## config.mk

```make
export PLATFORM = sky130hd
export DESIGN_NAME = conv2_window_buf
export DESIGN_NICKNAME = d
export VERILOG_FILES = /design/src/rtl/conv2_pkg.sv /design/src/rtl/conv2_line_fifo.sv /design/src/rtl/conv2_window_buf.sv
export SDC_FILE = /design/constraint.sdc
export NUM_CORES = 1
export LEC_CHECK = 0
export ABC_AREA = 1
export BUFFER_PORTS_ARGS = -buffer_cell sky130_fd_sc_hd__buf_2
export CAP_MARGIN = 5
export CORE_AREA = 2 2 372 374
export CTS_CLUSTER_SIZE = 28
export DETAILED_ROUTE_END_ITERATION = 6
export DIE_AREA = 0 0 374 376
export SETUP_SLACK_MARGIN = 0.4
export SLEW_MARGIN = 30
export SYNTH_ARGS = -nofsm -noshare
export SYNTH_HDL_FRONTEND = slang
export SYNTH_SLANG_ARGS = --single-unit
```

## constraint.sdc

```tcl
create_clock -name clk -period 1.3 [get_ports clk]
set_input_delay 0.065 -clock clk [delete_from_list [all_inputs] [get_ports clk]]
set_output_delay 0.065 -clock clk [all_outputs]
set_load 0.01 [all_outputs]
```

## src/rtl/conv2_pkg.sv

```systemverilog
// Shared types and default geometry for the conv2 window path.
package conv2_pkg;

  localparam int unsigned IMG_W_DEF  = 14;
  localparam int unsigned IMG_H_DEF  = 14;
  localparam int unsigned DATA_W_DEF = 32;

  // IEEE-754 single, carried as opaque bits.
  typedef logic [31:0] fp32_t;

  // 3x3 window, row-major: [0] = top-left, [4] = centre, [8] = newest pixel.
  typedef fp32_t [0:8] window_t;

endpackage

```

## src/rtl/conv2_line_fifo.sv

```systemverilog
// Valid-gated delay line; tap 0 is din itself, taps 1 and 2 are the two most
// recent stored words, dout is din delayed by DEPTH accepted beats.
module conv2_line_fifo
  import conv2_pkg::*;
#(
  parameter int unsigned DEPTH  = IMG_W_DEF,
  parameter int unsigned DATA_W = DATA_W_DEF
) (
  input  logic              clk,
  input  logic              rst_n,
  input  logic              shift_en,
  input  logic [DATA_W-1:0] din,
  output logic [DATA_W-1:0] tap1,
  output logic [DATA_W-1:0] tap2,
  output logic [DATA_W-1:0] dout
);

  logic [DATA_W-1:0] sr_q [0:DEPTH-1];

  // Shift one word per accepted beat; cleared on reset.
  always_ff @(posedge clk or negedge rst_n) begin
    if (!rst_n) begin
      for (int i = 0; i < int'(DEPTH); i++) begin
        sr_q[i] <= '0;
      end
    end else if (shift_en) begin
      sr_q[0] <= din;
      for (int i = 1; i < int'(DEPTH); i++) begin
        sr_q[i] <= sr_q[i-1];
      end
    end
  end

  assign tap1 = sr_q[0];
  assign tap2 = sr_q[1];
  assign dout = sr_q[DEPTH-1];

endmodule

```

## src/rtl/conv2_window_buf.sv

```systemverilog
// Streaming 3x3 window generator: raster pixels in, one registered valid-only
// window per pulse out, frame_done on the last window of each plane.
module conv2_window_buf
  import conv2_pkg::*;
#(
  parameter int unsigned IMG_W  = IMG_W_DEF,
  parameter int unsigned IMG_H  = IMG_H_DEF,
  parameter int unsigned DATA_W = DATA_W_DEF
) (
  input  logic              clk,
  input  logic              rst_n,
  input  logic              valid_in,
  input  logic [DATA_W-1:0] data_in,
  output logic [DATA_W-1:0] data_out [0:8],
  output logic              valid_out,
  output logic              frame_done
);

  localparam int unsigned COL_W   = (IMG_W > 2) ? $clog2(IMG_W) : 2;
  localparam int unsigned ROW_W   = (IMG_H > 2) ? $clog2(IMG_H) : 2;
  localparam int unsigned N_LINES = 3;

  logic [COL_W-1:0]  col_q;
  logic [COL_W-1:0]  col_nxt_c;
  logic [ROW_W-1:0]  row_q;
  logic [ROW_W-1:0]  row_nxt_c;
  logic              emit_c;
  logic              last_c;

  // line_in[g] is the stream delayed by g rows; line_in[N_LINES] is the spare tail.
  logic [DATA_W-1:0] line_in [0:N_LINES];
  logic [DATA_W-1:0] tap1    [0:N_LINES-1];
  logic [DATA_W-1:0] tap2    [0:N_LINES-1];
  logic [DATA_W-1:0] win_c   [0:8];

  assign line_in[0] = data_in;

  // Three chained lines; the oldest row only needs its first two stored words.
  for (genvar g = 0; g < int'(N_LINES); g++) begin : g_line
    localparam int unsigned LINE_DEPTH = (g == int'(N_LINES) - 1) ? 2 : IMG_W;
    conv2_line_fifo #(
      .DEPTH  (LINE_DEPTH),
      .DATA_W (DATA_W)
    ) u_line (
      .clk      (clk),
      .rst_n    (rst_n),
      .shift_en (valid_in),
      .din      (line_in[g]),
      .tap1     (tap1[g]),
      .tap2     (tap2[g]),
      .dout     (line_in[g+1])
    );
  end

  // Window row j comes from line 2-j: oldest column first.
  always_comb begin
    for (int k = 0; k < 9; k++) begin
      win_c[k] = '0;
    end
    for (int j = 0; j < 3; j++) begin
      win_c[3*j]     = tap2[2-j];
      win_c[3*j + 1] = tap1[2-j];
      win_c[3*j + 2] = line_in[2-j];
    end
  end

  // Position tracking and emission decision for the incoming beat.
  always_comb begin
    col_nxt_c = col_q;
    row_nxt_c = row_q;
    emit_c    = 1'b0;
    last_c    = 1'b0;
    if (valid_in) begin
      emit_c = (row_q >= ROW_W'(2)) && (col_q >= COL_W'(2));
      last_c = (row_q == ROW_W'(IMG_H - 1)) && (col_q == COL_W'(IMG_W - 1));
      if (col_q == COL_W'(IMG_W - 1)) begin
        col_nxt_c = '0;
        if (row_q == ROW_W'(IMG_H - 1)) begin
          row_nxt_c = '0;
        end else begin
          row_nxt_c = row_q + ROW_W'(1);
        end
      end else begin
        col_nxt_c = col_q + COL_W'(1);
      end
    end
  end

  // Counters and output registers; data_out holds between emissions.
  always_ff @(posedge clk or negedge rst_n) begin
    if (!rst_n) begin
      col_q      <= '0;
      row_q      <= '0;
      valid_out  <= 1'b0;
      frame_done <= 1'b0;
      for (int k = 0; k < 9; k++) begin
        data_out[k] <= '0;
      end
    end else begin
      col_q      <= col_nxt_c;
      row_q      <= row_nxt_c;
      valid_out  <= emit_c;
      frame_done <= emit_c && last_c;
      if (emit_c) begin
        for (int k = 0; k < 9; k++) begin
          data_out[k] <= win_c[k];
        end
      end
    end
  end

endmodule

```

## After elaboration in Yosys (flattened, before gate mapping)

Index checks and enable logic that the tools add are counted.

- Memories: 0
- Bits in read-only memories: 0
- Flip-flop bits (word level): 1258
- Bits in writable memories: 0
- Latch bits: 0
- Output and inout port bits: 290

- Bitwise gates (word level): 0
- Shift operators: 0
- Multipliers: 0
- Div/mod/pow operators: 0
- Mux-type cells: 4
- Add/sub/neg operators: 2
- Reductions and logical operators: 4
- Eq/ne operators: 2
- Magnitude comparators: 2

Operator list:

| kind | count |
|---|---|
| $add A4 B1 Y4 const B | 2 |
| $eq A4 B4 Y1 const B | 2 |
| $ge A4 B2 Y1 const B | 2 |
| $mux W4 | 2 |
| $logic_and A1 B1 Y1 | 3 |
| $mux W1 | 2 |
| $reduce_and A2 Y1 | 1 |

## Longest topological paths before layout

Gate-level depths: netlist of the first run.

- Depth after elaboration: 4
- Depth in mapped cells: 9
- Gate-level depth less buffers: 7

## By module

From an unflattened synthesis of the first run, not the netlist that was laid out.

- Cells, all modules: 5618
- Area total of the unflattened synthesis: 50654.8 µm²

By module, submodules not included:

| module | times used | area an instance (µm²) | cells each |
|---|---|---|---|
| conv2_line_fifo at g_line[0].u_line ... | 2 | 17809.6 | 1988 |
| conv2_window_buf | 1 | 12349.3 | 1340 |
| conv2_line_fifo at g_line[2].u_line | 1 | 2686.3 | 302 |

## Worst setup path after synthesis of the first run

No wires, ideal clock.

- Path type: reg-to-reg
- Start: register row_q[1]
- End: register data_out[71] (netlist name)
- Required time: 1.234 ns
- Data arrival time: 1.296 ns
- Path slack: -0.062 ns
- Clock period less this slack: 1.362 ns
- Cell stages (with the launch flop): 8
- Cell sequence: dfrtp_1 -> nor2_1 -> nand2_4 -> nand3_1 -> buf_4 -> clkbuf_1 -> nand2_1 -> nand2_1

- Longest elaborated chain between the ends: 3

RTL lines:

| what | line | source |
|---|---|---|
| start: declaration | conv2_window_buf.sv:25 | `logic [ROW_W-1:0] row_q;` |
| start signal: assignment | conv2_window_buf.sv:101 | `row_q <= row_nxt_c;` |
| $ge A4 B2 Y1 | conv2_window_buf.sv:74 | `emit_c = (row_q >= ROW_W'(2)) && (col_q >= COL_W'(2));` |
| $logic_and A1 B1 Y1 | conv2_window_buf.sv:74 |  |
| $mux W1 | conv2_window_buf.sv:73 | `if (valid_in) begin` |
| end signal: indexed assignment | conv2_window_buf.sv:106 | `data_out[k] <= win_c[k];` |
| end: declaration | conv2_window_buf.sv:14 | `output logic [DATA_W-1:0] data_out [0:8],` |

Every way passes these cells.
A chain may end at the register's enable or synchronous reset.

## Final worst setup path of the first run

- Start: register row_q[3]
- End: register data_out[27] (netlist name)

The elaborated chain is that of the path after synthesis.

==> results.md, run 1 <==
* Critical path required time at 1.92 ns
* Placed cells at 6935
* CTS tree: yes
* Most frequent cells in the layout: nand2_1, dfrtp_1, o21ai_0
* Clock-pin slew on the worst setup and hold paths at 0.06 ns
* Synth Area per Inst at 9.619 um2
* Area of the multi-input gates at 0.01296 mm2
* Worst-margin pin slew at 0.9149 ns
* Non-filler cells, final at 7305
* Mapped Cells at 4946
* Routed Antenna Nets at 0
* Dpl ws at -0.1906 ns
* Final Hold Vio Count at 71
* Max frequency at 678.4 MHz
* Synthesized flop and latch total at 1258
* P_leak at 29.01 nW
* Worst min-delay path startpoint: valid_in
* Max-slew violation count at 0
* Crit end category: register
* 1st-iter DRT viols at 2726
* Sink Count at 1258
* Slowest-stage cell, CP: dfrtp_1
* CP top delay family: buffers and inverters
* Crit-path cells: nor2_4 -> nand2_8 -> nand3_4 -> buf_12 -> buf_12 -> buf_16 -> nand2_1 -> nand2_1
* Worst R2R Setup Slack at -0.17 ns
* DIE WIDTH at 374 um
* Cell Area, Synth at 0.04758 mm2
* Outcome: finished with violations
* Die ar. at 0.1406 mm2
* Hold slack final at -0.3210 ns
* CP max stage delay at 0.41 ns
* Reg2Reg Launch Point: row_q[3]$_DFFE_PN0P_
* Flop pwr share at 42.9%
* Unrepaired setup endpoints after global routing: yes
* Routed vias at 34.94k
* Clock Skew at 0.03223 ns
* Synthesis-to-layout area growth at 24.34%
* Net count after synthesis at 4981
* Post-layout power at 124.6 mW
* Finish-stage setup viols at 588
* Relative slew slack at 38.81%
* Hold Path Depth at 3
* Synth warn at 0
* Depth of the CTS H-tree at 4
* Register area at 0.03149 mm2
* Port Buf Inserts at 324
* Pint at 83.67 mW
* Hold Crit Class: in2reg
* Power Density at 2106 mW/mm2
* Worst Path Buf+Inv at 3
* Register area share after synthesis at 66.17%
* Final worst path period need at 1.474 ns
* Reg2reg path depth at 8
* Later-pin clock latency in the skew report at 0.76 ns
* Vias per cell at 4.783
* IO Pins at 325
* Violated checks: negative hold slack, negative setup slack
* Most common cell after layout, fill and taps aside: nand2_1
* Switch share at 32.84%
* CTS Buf Count at 135
* Clock Tree Buf Depth at 3
* Final Util at 43.29%
* Initial core utilization at 34.82%
* Comb pwr share at 26.1%
* Maxcap violations at 0
* Pin count of the biggest net entering global routing at 98
* Tcrit/Tclk final at 113.4%
* GP Congestion at 0.8110
* Aggregate global routing overflow at 0
* Final net count at 5443
* Core Region at 0.1366 mm2
* CP max FO at 8
* Hpwl dp at 78430 um
* ANT cells at 0
* Hold Path Sink: g_line[0].u_line.sr_q[94]$_DFFE_PN0P_
* Residual DRC at 0
* Initial antenna violation count at 0
* Yosys cell types at 18
* Fill count at 13.09k
* Rows at 136
* Startpoint Class: register
* First-pass DRT Iterations at 5
* CP arrival at 2.09 ns
* Share of layout cells above drive strength 1 at 15.46%
* Number of global-route vias before repair at 34.44k
* Die height at 376 um
* Switching power at 40.91 mW
* Post-Route WL at 125200 um
* WL per Instance at 17.13 um
* Clk pwr share at 31.0%
* Final worst slack at -0.1740 ns
* CTS Root Cell: clkbuf_16
* Worst Setup Path Type: reg2reg
* First-pass GRT wire length at 195800 um
* Total track usage at 17.40%
* Worst r2r dst: data_out[27]$_DFFE_PN0P_
* Worst VDD drop at 0.001220 V
-- registers in the layout (all words and copies together) (netlist names) --
signal and flops:
g_line.u_line.sr_q 704, data_out 288, g_line.u_line.dout 96, g_line.u_line.tap1 96
g_line.u_line.tap2 64, col_q 4, row_q 4, frame_done 1
valid_out 1
-- power by group through the flow --
stage | logic, mW | clock network, mW | registers (mW)
floorplan | 13.2 | 0 | 54.2
global placement | 27.3 | 0 | 53.6
detailed placement | 27.9 | 0 | 53.7
CTS | 29.7 | 39.7 | 53.3
global route | 35.7 | 41.3 | 54.4
finish | 32.5 | 38.7 | 53.5
-- metrics by stage --
stage	cell area (um2)	TNS, ns
finish	59160	-40.56
global route	59160	-79.67
CTS	58550	-68.44
detailed placement	52610	-37.10
global placement	52610	-25.85
floorplan	47850	0
-- per-layer routing --
| layer | global-route usage [%] | wire, um | vias up |
|---|---|---|---|
| met5 | 0 | 0 | - |
| met4 | 6.111 | 4058 | 0 |
| met3 | 4.710 | 7945 | 188 |
| met2 | 26.79 | 56690 | 744 |
| met1 | 23.66 | 56480 | 17246 |
| li1 | - | - | 16761 |
-- Yosys cell counts (all sizes together) --
| master | instances | share of area (%) |
|---|---|---|
| inv | 458 | 3.6 |
| a21oi | 3 | 0.032 |
| clkbuf | 158 | 1.2 |
| dfrtp | 1258 | 66 |
| nor2 | 7 | 0.055 |
| nand2 | 1687 | 13 |
| nand3 | 6 | 0.063 |
| buf | 182 | 2.2 |
| o21ai | 896 | 9.4 |
| xor2 | 1 | 0.018 |
| a22oi | 1 | 0.016 |
| nand3b | 1 | 0.016 |
| nand4 | 288 | 3.8 |
-- worst register-to-register path: stages, from the launching register on --
cell,delay (ns)
dfrtp_1,0.41
nor2_4,0.06
nand2_8,0.10
nand3_4,0.17
buf_12,0.23
buf_12,0.16
buf_16,0.13
nand2_1,0.05
nand2_1,0.04
-- logic make-up (layout without fill, tap and decap cells) --
kind of cell / after synthesis / count (layout) / synth area share, %
XOR/XNOR: 1 / 1 / 0.01841
AO/OA/AOI/OAI: 900 / 900 / 9.473
buffers and inverters: 798 / 1363 / 7.093
flip-flops: 1258 / 1258 / 66.17
AND/OR/NAND/NOR: 1989 / 1989 / 17.25
-- cell type report --
type / count / share of cell area (%)
clock buffer: 202 / 6.789
tap: 1794 / 3.794
multi-input combinational: 2890 / 21.90
sequential: 1258 / 53.24
inverter: 458 / 2.919
timing repair buffer: 665 / 10.59
clock inverter: 38 / 0.7720
-- worst max-delay path by stage --
stage                                          from                        end  slack (ns)  depth (start not counted)
after global placement         row_q[3]$_DFFE_PN0P_  data_out[186]$_DFFE_PN0P_       -0.14                          6
after CTS                 data_out[178]$_DFFE_PN0P_              data_out[178]       -0.19                          1
after detailed placement       row_q[3]$_DFFE_PN0P_   data_out[28]$_DFFE_PN0P_       -0.19                          7
after floorplan                col_q[1]$_DFFE_PN0P_  data_out[100]$_DFFE_PN0P_        0.03                          9
after global routing           col_q[3]$_DFFE_PN0P_   data_out[25]$_DFFE_PN0P_       -0.24                          8
final                          row_q[3]$_DFFE_PN0P_   data_out[27]$_DFFE_PN0P_       -0.17                          8
-- timing repair --
action,CTS,global route
pin swaps,0,3
endpoints found under the setup margin,587,851
hold buffers,96,1
cloned,3,13
endpoints found under the hold margin,1548,94
gates resized for setup,104,83
buffers inserted,13,4
(Power assumes the default switching activity.)
==> inputs of run 2 (changes only) <==
CELL_PAD_IN_SITES_DETAIL_PLACEMENT = 1   (was not set)
CELL_PAD_IN_SITES_GLOBAL_PLACEMENT = 1   (was not set)
PLACE_DENSITY_LB_ADDON = 0.1   (was not set)
==> run 2 against run 1 <==
The flow still finishes with violations (negative hold slack, negative setup slack). Clock power up 4%. Worst hold slack better by 0.23 ns. Power up 9.5%. Critical path depth up 1. Sequential power up 0.9%. Worst setup slack worse by 0.061 ns. Final cell count up 2.3%. Wire length up 17%. Core utilization up 2.4 points. Highest routed layer unchanged.
==> results.md, run 2 (synthesis gave the netlist of run 1 again) <==
* Routed vias at 35.98k (+3.0%)
* Crit end category: register
* Hold Crit Class: in2reg
* Initial antenna violation count at 0 (unchanged)
* Number of global-route vias before repair at 37.76k (+9.6%)
* CTS Buf Count at 145 (+7.4%)
* Area of the multi-input gates at 0.01337 mm2 (+3.2%)
* Aggregate global routing overflow at 0 (unchanged)
* Post-Route WL at 145900 um (+17%)
* Die height at 376 um (unchanged)
* Hold slack final at -0.09020 ns (+0.2308 ns)
* Pin count of the biggest net entering global routing at 88 (-10%)
* Register area at 0.03150 mm2 (about the same)
* Hold Path Sink: g_line[0].u_line.sr_q[292]$_DFFE_PN0P_
* Clock Tree Buf Depth at 3 (unchanged)
* Worst-margin pin slew at 0.6065 ns (-0.3084 ns)
* Max frequency at 651.4 MHz (-4.0%)
* CP max FO at 6 (-2)
* Port Buf Inserts at 324 (unchanged)
* Biggest register: g_line.u_line.sr_q
* Core Region at 0.1366 mm2 (unchanged)
* Worst VDD drop at 0.001375 V (+13%)
* Maxcap violations at 0 (unchanged)
* Share of layout cells above drive strength 1 at 19.84% (+4.4 points)
* Relative slew slack at 59.50% (+21 points)
* Fill count at 15.12k (+16%)
* Worst R2R Setup Slack at -0.24 ns (-0.06 ns)
* Finish-stage setup viols at 579 (-1.5%)
* Later-pin clock latency in the skew report at 0.76 ns (about the same)
* Final worst slack at -0.2351 ns (-0.06104 ns)
* Outcome: finished with violations
* Dpl ws at -0.2211 ns (-0.03042 ns)
* Tcrit/Tclk final at 118.1% (+4.7 points)
* Critical Path Source: row_q[3]$_DFFE_PN0P_
* Slowest-stage cell, CP: dfrtp_1
* Worst Setup Path Type: reg2reg
* CP arrival at 2.23 ns (+0.14 ns)
* Total track usage at 20.37% (+3.0 points)
* Routed Antenna Nets at 0 (unchanged)
* # hold bufs at CTS at 80 (-17%)
* Die ar. at 0.1406 mm2 (unchanged)
* IO Pins at 325 (unchanged)
* First-pass GRT wire length at 224400 um (+15%)
* Clock Skew at 0.02716 ns (-0.005064 ns)
* Reg2reg path depth at 9 (+1)
* Final net count at 5611 (+3.1%)
* Top flop regs: g_line.u_line.sr_q x704, data_out x288
* CTS Root Cell: clkbuf_16
* Initial core utilization at 34.82% (unchanged)
* DIE WIDTH at 374 um (unchanged)
* Hold Path Depth at 4 (+1)
* Most frequent CP cell: buf_12
* Final Hold Vio Count at 133 (+87%)
* Unrepaired setup endpoints after global routing: yes
* Vias per cell at 4.813 (+0.63%)
* First-pass DRT Iterations at 5 (unchanged)
* Critical path required time at 1.99 ns (+0.07 ns)
* Hpwl dp at 91350 um (+16%)
* P_leak at 30.51 nW (+5.2%)
* Max-slew violation count at 0 (unchanged)
* Largest register FFs at 704 (unchanged)
* WL per Instance at 19.52 um (+14%)
* Most frequent cells in the layout: nand2_1, dfrtp_1, o21ai_0
* Worst min-delay path startpoint: valid_in
* Sink Count at 1258 (unchanged)
* Final Util at 45.65% (+2.4 points)
* ANT cells at 0 (unchanged)
* CP max stage delay at 0.42 ns (about the same)
* Reg2Reg Launch Point: row_q[3]$_DFFE_PN0P_
* Worst r2r dst: data_out[269]$_DFFE_PN0P_
* Depth of the CTS H-tree at 4 (unchanged)
* GP Congestion at 0.7640 (-5.8%)
* Violated checks: negative hold slack, negative setup slack
* Rows at 136 (unchanged)
* Residual DRC at 0 (unchanged)
* CTS tree: yes
* Final worst path period need at 1.535 ns (+0.06104 ns)
* 1st-iter DRT viols at 2227 (-18%)
* Synthesis-to-layout area growth at 31.10%
* Power Density at 2187 mW/mm2 (+3.9%)
* Clock-pin slew on the worst setup and hold paths at 0.06 ns (about the same)
* Crit-path cells: nor2_4 -> nand2_8 -> nand3_4 -> buf_12 -> buf_12 -> buf_12 -> buf_16 -> nand2_1 -> nand2_1
* Startpoint Class: register
* Most common cell after layout, fill and taps aside: nand2_1
-- run 2: cell types whose count changed in the layout (fill, tap and decap cells not counted), moves of 12 or more --
cell           delta
buf_2           -126
clkbuf_16        +18
nand2_4          +30
buf_6           +137
buf_4           +127
buf_16           +19
nand2_2          +45
dlygate4sd3_1    -24
clkinv_2         -12
clkbuf_8         +12
nand2_1          -75
-- run 2: how the worst max path moves through the flow --
stage | end | slack, ns
finish | data_out[269]$_DFFE_PN0P_ | -0.24
global route | data_out[278]$_DFFE_PN0P_ | -0.30
CTS | data_out[130] | -0.25
detailed placement | data_out[265]$_DFFE_PN0P_ | -0.22
global placement | data_out[73]$_DFFE_PN0P_ | -0.18
floorplan | data_out[100]$_DFFE_PN0P_ | 0.03
-- run 2: per-layer routing --
metal / track usage [%] / routed length [um] / vias up
li1: - / - / 17096
met1: 27.35 / 65580 / 18195
met2: 33.09 / 70270 / 496
met3: 4.203 / 6020 / 190
met4: 6.424 / 4014 / 0
met5: 0 / 0 / -
-- run 2: power by group --
group	internal [mW]	total [mW]	leakage (nW)	switching, mW
clock network	24.0	40.2	2.30	16.2
registers	48.0	54.0	16.5	6.03
logic	19.3	42.2	11.8	22.9
-- run 2: critical path: cells and delay by family (launching register included) --
kind	cells	cell delay, ns
buffers and inverters	4	0.56
DFF	1	0.42
and+or+nand+nor	5	0.48
-- run 2: metrics by stage --
step | hold WS (ns) | power [mW] | cells | instance area, um2 | setup TNS, ns
6_report | -0.09020 | 136.4 | 7475 | 62370 | -65.95
5_1_grt | -0.1159 | 144.0 | 7475 | 62370 | -106.00
4_1_cts | -0.1672 | 130.7 | 7339 | 59920 | -97.44
3_5_place_dp | -0.04647 | 83.61 | 6941 | 52780 | -37.95
3_3_place_gp | -0.04451 | 82.86 | 6941 | 52780 | -27.25
2_1_floorplan | -0.2306 | 67.41 | 4946 | 47850 | 0
-- run 2: layout make-up --
class	instances	share of cell area [%]
clock buffers	232	7.154
clock inverters	20	0.3450
inverters	458	2.768
multi-input cells	2890	21.43
flip-flops and latches	1258	50.51
well taps	1794	3.599
repair buffers	823	14.19
-- run 2: timing repair --
item,in CTS,in global routing
resized for setup,247,313
cloned,14,19
endpoints found under the setup margin,588,1185
buffers inserted,52,117
hold endpoints to repair,1683,187
pin swaps,5,14
